$ cat src/rtl/mem_port_arbiter.sv
// mem_port_arbiter: shares one memory port between the CPU datapath (port 0)
// and the loader/debug DMA (port 1). One transaction in flight at a time; the
// winner's command is latched so memory inputs stay stable for the access.
//
// Ports:
//   clk, reset                       clock, async active-low reset
//   p0_req/we/addr/wdata, p0_ack/rdata   port 0 requester
//   p1_req/we/addr/wdata, p1_ack/rdata   port 1 requester
//   mem_read, mem_write, mem_addr, mem_wdata, mem_rdata   memory side
//   busy      high while a transaction is in progress
//   grant_id  port owning the current/last transaction
module mem_port_arbiter #(
  parameter int unsigned ADDR_W    = 32,
  parameter int unsigned DATA_W    = 32,
  parameter int unsigned MEM_LAT   = 1,
  parameter int unsigned FIXED_PRI = 0
) (
  input  logic              clk,
  input  logic              reset,
  input  logic              p0_req,
  input  logic              p0_we,
  input  logic [ADDR_W-1:0] p0_addr,
  input  logic [DATA_W-1:0] p0_wdata,
  output logic              p0_ack,
  output logic [DATA_W-1:0] p0_rdata,
  input  logic              p1_req,
  input  logic              p1_we,
  input  logic [ADDR_W-1:0] p1_addr,
  input  logic [DATA_W-1:0] p1_wdata,
  output logic              p1_ack,
  output logic [DATA_W-1:0] p1_rdata,
  output logic              mem_read,
  output logic              mem_write,
  output logic [ADDR_W-1:0] mem_addr,
  output logic [DATA_W-1:0] mem_wdata,
  input  logic [DATA_W-1:0] mem_rdata,
  output logic              busy,
  output logic              grant_id
);

  localparam int unsigned CNT_W = (MEM_LAT > 1) ? $clog2(MEM_LAT) : 1;
  localparam logic [CNT_W-1:0] CNT_LAST = CNT_W'(MEM_LAT - 1);

  typedef enum logic [1:0] {
    S_IDLE   = 2'd0,
    S_ACCESS = 2'd1,
    S_RESP   = 2'd2
  } state_e;

  state_e            state_q;
  logic [CNT_W-1:0]  cnt_q;
  logic              last_grant_q;
  logic              we_q;
  logic              p0_ack_q, p1_ack_q;
  logic [DATA_W-1:0] p0_rdata_q, p1_rdata_q;
  logic              mem_read_q, mem_write_q;
  logic [ADDR_W-1:0] mem_addr_q;
  logic [DATA_W-1:0] mem_wdata_q;
  logic              busy_q, grant_q;

  logic              win_d;
  logic              we_d;
  logic [ADDR_W-1:0] addr_d;
  logic [DATA_W-1:0] wdata_d;

  // Winner selection; last_grant resets to 1 so port 0 takes the first contention.
  always_comb begin
    win_d = 1'b0;
    if (p0_req && p1_req) begin
      win_d = (FIXED_PRI != 0) ? 1'b0 : ~last_grant_q;
    end else if (p1_req) begin
      win_d = 1'b1;
    end
    we_d    = win_d ? p1_we    : p0_we;
    addr_d  = win_d ? p1_addr  : p0_addr;
    wdata_d = win_d ? p1_wdata : p0_wdata;
  end

  // IDLE -> ACCESS -> RESP -> IDLE with all outputs registered.
  always_ff @(posedge clk or negedge reset) begin
    if (!reset) begin
      state_q      <= S_IDLE;
      cnt_q        <= '0;
      last_grant_q <= 1'b1;
      we_q         <= 1'b0;
      p0_ack_q     <= 1'b0;
      p1_ack_q     <= 1'b0;
      p0_rdata_q   <= '0;
      p1_rdata_q   <= '0;
      mem_read_q   <= 1'b0;
      mem_write_q  <= 1'b0;
      mem_addr_q   <= '0;
      mem_wdata_q  <= '0;
      busy_q       <= 1'b0;
      grant_q      <= 1'b0;
    end else begin
      // Strobes default low; a write strobe therefore lasts only the cnt==0 cycle.
      p0_ack_q    <= 1'b0;
      p1_ack_q    <= 1'b0;
      mem_write_q <= 1'b0;
      unique case (state_q)
        S_IDLE: begin
          if (p0_req || p1_req) begin
            state_q      <= S_ACCESS;
            cnt_q        <= '0;
            grant_q      <= win_d;
            last_grant_q <= win_d;
            we_q         <= we_d;
            mem_addr_q   <= addr_d;
            mem_wdata_q  <= wdata_d;
            mem_write_q  <= we_d;
            mem_read_q   <= ~we_d;
            busy_q       <= 1'b1;
          end
        end
        S_ACCESS: begin
          if (cnt_q == CNT_LAST) begin
            state_q    <= S_RESP;
            mem_read_q <= 1'b0;
            if (!we_q) begin
              if (grant_q) p1_rdata_q <= mem_rdata;
              else         p0_rdata_q <= mem_rdata;
            end
            // Ack is raised on entry so it is visible for the single RESP cycle.
            p0_ack_q <= ~grant_q;
            p1_ack_q <= grant_q;
          end else begin
            cnt_q <= cnt_q + CNT_W'(1);
          end
        end
        S_RESP: begin
          state_q <= S_IDLE;
          busy_q  <= 1'b0;
        end
        default: begin
          state_q    <= S_IDLE;
          mem_read_q <= 1'b0;
          busy_q     <= 1'b0;
        end
      endcase
    end
  end

  assign p0_ack    = p0_ack_q;
  assign p1_ack    = p1_ack_q;
  assign p0_rdata  = p0_rdata_q;
  assign p1_rdata  = p1_rdata_q;
  assign mem_read  = mem_read_q;
  assign mem_write = mem_write_q;
  assign mem_addr  = mem_addr_q;
  assign mem_wdata = mem_wdata_q;
  assign busy      = busy_q;
  assign grant_id  = grant_q;

endmodule

$ cat config.mk
export PLATFORM = sky130hd
export DESIGN_NAME = mem_port_arbiter
export DESIGN_NICKNAME = d
export VERILOG_FILES = /design/src/rtl/mem_port_arbiter.sv
export SDC_FILE = /design/constraint.sdc
export NUM_CORES = 1
export LEC_CHECK = 0
export BUFFER_PORTS_ARGS = -buffer_cell sky130_fd_sc_hd__buf_2
export CAP_MARGIN = 10
export CORE_MARGIN = 5
export CORE_UTILIZATION = 46
export DETAILED_ROUTE_END_ITERATION = 8
export GPL_TIMING_DRIVEN = 0
export PLACE_DENSITY = 0.83
export SLEW_MARGIN = 20
export SYNTH_ARGS = -nofsm -noshare
export SYNTH_HDL_FRONTEND = slang
export SYNTH_SLANG_ARGS = --single-unit
$ cat constraint.sdc
create_clock -name clk -period 1.8 [get_ports clk]
set_input_delay 0 -clock clk [delete_from_list [all_inputs] [get_ports clk]]
set_output_delay 0 -clock clk [all_outputs]
set_load 0.1 [all_outputs]
* Word level (Yosys, flattened, before mapping) *
Index checks and enable logic that the tools add are counted.

word-level totals
  memories kept = 0
  memory bits (read-only) = 0
  register bits = 139
  latch bits = 0
  bits of input ports = 166
  memory bits (writable) = 0

cells by class
  $add $sub $neg = 1
  equality and inequality tests = 4
  bitwise logic cells = 7
  $lt $le $gt $ge = 0
  mux-type cells = 22
  shift operators = 0
  multiply operators = 0
  reductions and logical operators = 11
  divide/modulo/power cells = 0

operators with widths
  operator                                                         number
  32-bit 2-to-1 mux                                                2
  1-bit 2-to-1 mux                                                 14
  2-bit AND reduction                                              4
  4-bit AND reduction                                              2
  1-bit NOT                                                        7
  2-bit 2-to-1 mux                                                 2
  2-bit != test, second input constant                             2
  1-bit case mux with 2 select lines                               2
  2-bit case mux with 2 select lines                               1
  1-bit case mux with 3 select lines                               1
  3-bit AND reduction                                              1
  2-bit by 1-bit == test with 1-bit output, second input constant  1
  2-bit == test, second input constant                             1
  2-bit logical NOT                                                1
  2-bit nonzero test                                               1
  1-bit adder, second input constant                               1
  1-bit logical AND                                                1
  1-bit logical OR                                                 1

* Longest topological paths before layout *
  depth in word-level cells = 6
  gate-level depth with buffers = 6
  depth with buffers taken out = 4

* Worst setup path after synthesis *
No wires, ideal clock.

  path type = flip-flop to flip-flop
  from = register grant_q (netlist: grant_id)
  to = register p1_rdata_q[0] (netlist: p1_rdata[0])
  setup slack = -284 ps
  library setup time = 126 ps
  data arrival time = 1958 ps
  cell stages (with the launch flop) = 6
  required time = 1674 ps
  clock period less this slack = 2084 ps
  cells stage by stage = dfrtp_1 -> and3b_1 -> nor2b_1 -> buf_6 -> buf_6 -> mux2_4

between the ends
  cells in the longest elaborated chain, start to end = 1

ends and longest elaborated chain
  item                           RTL line  source
  from (decl)                    59        logic busy_q, grant_q;
  from (signal assigned)         106       grant_q <= win_d;
  4-bit AND reduction (no line)  --
  to (signal assigned)           121       if (grant_q) p1_rdata_q <= mem_rdata;
  to (decl)                      55        logic [DATA_W-1:0] p0_rdata_q, p1_rdata_q;

No other way between the ends.
A chain may end at the register's enable or synchronous reset.

* Final worst setup path *
  from = register last_grant_q
  to = register mem_wdata_q[18] (netlist: mem_wdata[18])

between the ends
  cells in the longest elaborated chain, start to end = 3

ends and longest elaborated chain
  item                    RTL line  source
  from (decl)             52        logic last_grant_q;
  from (signal assigned)  107       last_grant_q <= win_d;
  1-bit NOT               70        win_d = (FIXED_PRI != 0) ? 1'b0 : ~last_grant_q;
  1-bit 2-to-1 mux        69        if (p0_req && p1_req) begin
  32-bit 2-to-1 mux       76        wdata_d = win_d ? p1_wdata : p0_wdata;
  to (signal assigned)    110       mem_wdata_q <= wdata_d;
  to (decl)               58        logic [DATA_W-1:0] mem_wdata_q;

No other way between the ends.

==> impl_metrics.py <==
metrics = {
    "die": {
        "die_y_um": 123,
        "io_pins": 300,
        "rows": 41,
        "dieArea_um2": 15100,
        "start_util_pct": 46.6,
        "fp.coreArea_um2": 12600,
        "die_w_um": 123,
    },
    "detailed_routing": {
        "drc": 0,
        "route.met3.wl_um": 3000,
        "via_count": 6769,
        "first_pass_iters": 5,
        "via_per_inst": 5.68,
        "drt-met1-wl_um": 8880,
        "dr_wl_met2_um": 12200,
        "wire_per_inst_um": 21.6,
        "routed_wl_um": 25700,
        "ant_nets": 0,
        "highest_layer": "met4",
        "drt_iter0_markers": 698,
    },
    "global_routing": {
        "antenna_found_initial": 0,
        "grt_pass1_wl_um": 38700,
        "grt_use_total_pct": 34.0,
        "grt_pass1_vias": 7144,
        "grt_overflow": 0,
        "grt_max_degree": 76,
    },
    "synth": {
        "synth_top_area_share_pct": 58.5,
        "synthCells": 524,
        "synth_area_leaders": "dfrtp_1, nand2_1, mux2_4, a31oi_1, mux2_2",
        "avgSynthCellArea_um2": 11.2,
        "yosysWarnings": 0,
        "ys_ff_latch": 138,
        "synth_fp_nets": 690,
        "post-synth-top-area-cell": "dfrtp_1",
        "synth.yosys.seq_area_share_pct": 58.9,
        "synth.distinct_cells": 28,
        "netlist_area_um2": 5860,
    },
    "place": {
        "gp_congestion": 0.930,
        "numPortBuffers": 299,
        "dp_hpwl_um": 13900,
    },
    "clock_network": {
        "cts_sinks": 138,
        "clk_transition_reported_paths_ns": 0.06,
        "cts_tree": "built",
        "cts_root_buffer": "clkbuf_16",
        "clk_path_buf_depth": 2,
        "postCtsSetupRepairBufs": 0,
        "cts_buffers": 17,
        "worstSkewPairLatency_ns": 0.42,
        "h-tree-depth": 4,
    },
    "finish": {
        "syn_to_final_growth_pct": 68.9,
        "regArea_um2": 3460,
        "multiInputGateArea_um2": 2180,
        "fill_cells": 662,
        "drive_gt1_share_pct": 41.7,
        "nets": 1173,
    },
    "worst_setup_path": {
        "arrival_ns": 2.04,
        "path_class": "flip-flop to flip-flop",
        "r2r_end": "mem_wdata[18]$_DFFE_PN0P_",
        "r2r_slack_ns": 0.07,
        "cp_data_required_time_ns": 2.12,
        "cp-start-kind": "flip-flop",
        "critPathMaxFanout": 10,
        "r2r-start": "last_grant_q$_DFFE_PN1P_",
        "crit_slowest_cell": "dfstp_2",
        "ff2ff_path_depth": 5,
        "crit_path_max_incr_delay_ns": 0.56,
        "worstSetupEndpointType": "flip-flop",
        "crit_chain": "a21bo_2, buf_4, clkbuf_1, nand2_1, a31oi_1",
    },
    "sta": {
        "max_freq_mhz": 579,
        "rsz0062_at_grt": "true",
        "fin_worst_skew_ns": 0.0130,
        "fin_setup_tns_ns": 0,
        "report.final.hold_viol_count": 0,
        "setup_viol_count_final": 0,
        "period_minus_slack_ns": 1.73,
        "relSlewSlack_pct": 63.7,
        "tightest_slew_ns": 0.545,
        "period_share_pct": 95.9,
        "slew_viol_final": 0,
    },
    "hold_path": {
        "hold_class": "input pin to asynchronous set/reset pin",
    },
    "run": {
        "maxCapViolCount": 0,
    },
    "status": {
        "status": "completed",
    },
}
## timing repair
action	in CTS	in global routing
endpoints found under the setup margin	10	30
gates resized for setup	2	9
endpoints found under the hold margin	269	0
hold buffers	165	0
## synth_stat cells
cell	n
dfrtp_1	137
nand2_1	129
a21oi_1	67
a31oi_1	65
mux2_2	32
mux2_4	30
buf_2	15
clkbuf_1	15
buf_4	5
buf_6	4
buf_1	3
nor2_1	3
inv_1	2
mux2_1	2
o21ai_0	2
a21bo_2	1
a21boi_1	1
a22o_1	1
and3b_1	1
dfstp_2	1
inv_2	1
mux2i_1	1
nand2b_1	1
nor2_2	1
nor2b_1	1
nor3_2	1
o2bb2ai_1	1
or2_1	1
## layout make-up
type,instances,area share (%)
antenna,2,0.0506
buffer,41,2.35
clock buffer,23,5.03
clock inverter,7,1.15
inverter,3,0.114
multi-input combinational,341,22.0
sequential,138,34.9
tap,172,2.17
timing repair buffer,465,32.2
## layout by cell type, fill, tap and decap left out, types with 4 or more instances in the layout
cell type      Yosys  routed
mux2_2            32      32
nand2_1          129     129
a21oi_1           67      67
buf_4              5       5
mux2_4            30      30
clkbuf_1          15      12
buf_6              4       4
clkbuf_16          0      17
dlygate4sd3_1      0     165
clkbuf_8           0       5
a31oi_1           65      65
buf_2             15     310
dfrtp_1          137     136
## metrics by stage
step / hold WS [ns] / instance area, um2 / worst slack, ns / instances / utilization [%]
global placement: 0.202 / 7570 / -1.38 / 995 / 60.3
finish: 0.0928 / 9900 / 0.0737 / 1192 / 78.8
floorplan: -0.296 / 5860 / 0.0173 / 524 / -
CTS: 0.112 / 9890 / 0.0737 / 1191 / 78.7
global route: 0.147 / 9890 / -0.00188 / 1190 / 78.7
detailed placement: -0.0353 / 7610 / -0.0209 / 996 / 60.6
## logic make-up after synthesis
family / synth area share, %
AND/OR/NAND/NOR: 9.20
AO/OA/AOI/OAI: 13.4
flip-flops: 58.9
multiplexers: 14.4
buffers and inverters: 4.03
## worst max path at each step
stage	depth (start not counted)	endpoint	slack, ns	from
final	5	mem_wdata[18]$_DFFE_PN0P_	0.07	last_grant_q$_DFFE_PN1P_
after global routing	4	p0_rdata[5]$_DFFE_PN0P_	-0.002	state_q[1]$_DFFE_PN0P_
after CTS	6	mem_addr[6]$_DFFE_PN0P_	0.07	state_q[1]$_DFFE_PN0P_
after detailed placement	6	mem_addr[6]$_DFFE_PN0P_	-0.02	state_q[1]$_DFFE_PN0P_
after global placement	1	grant_id$_DFFE_PN0P_	-1.38	reset
after floorplan	5	p1_rdata[0]$_DFFE_PN0P_	0.02	grant_id$_DFFE_PN0P_
## registers in the layout, summed over array words and instances, names as in the netlist
signal        count
state_q           2
p0_rdata         32
mem_write         1
p1_rdata         32
last_grant_q      1
we_q              1
p0_ack            1
mem_wdata        32
grant_id          1
p1_ack            1
mem_addr         32
busy              1
mem_read          1
## critical path: cells and delay by family, from the launching register on
kind	cells	cell delay (ns)
AOI/OAI and AO/OA	2	0.39
buffers and inverters	2	0.54
DFF	1	0.56
and+or+nand+nor	1	0.13
## routing by layer
metal / vias up / GRT usage [%]
li1: 2801 / -
met1: 3184 / 37.8
met2: 618 / 55.4
met3: 166 / 11.5
met4: 0 / 22.0
met5: - / 0
Power is not shown: default switching activity piles up to over one toggle a cycle in this logic, so the estimate is an artifact.
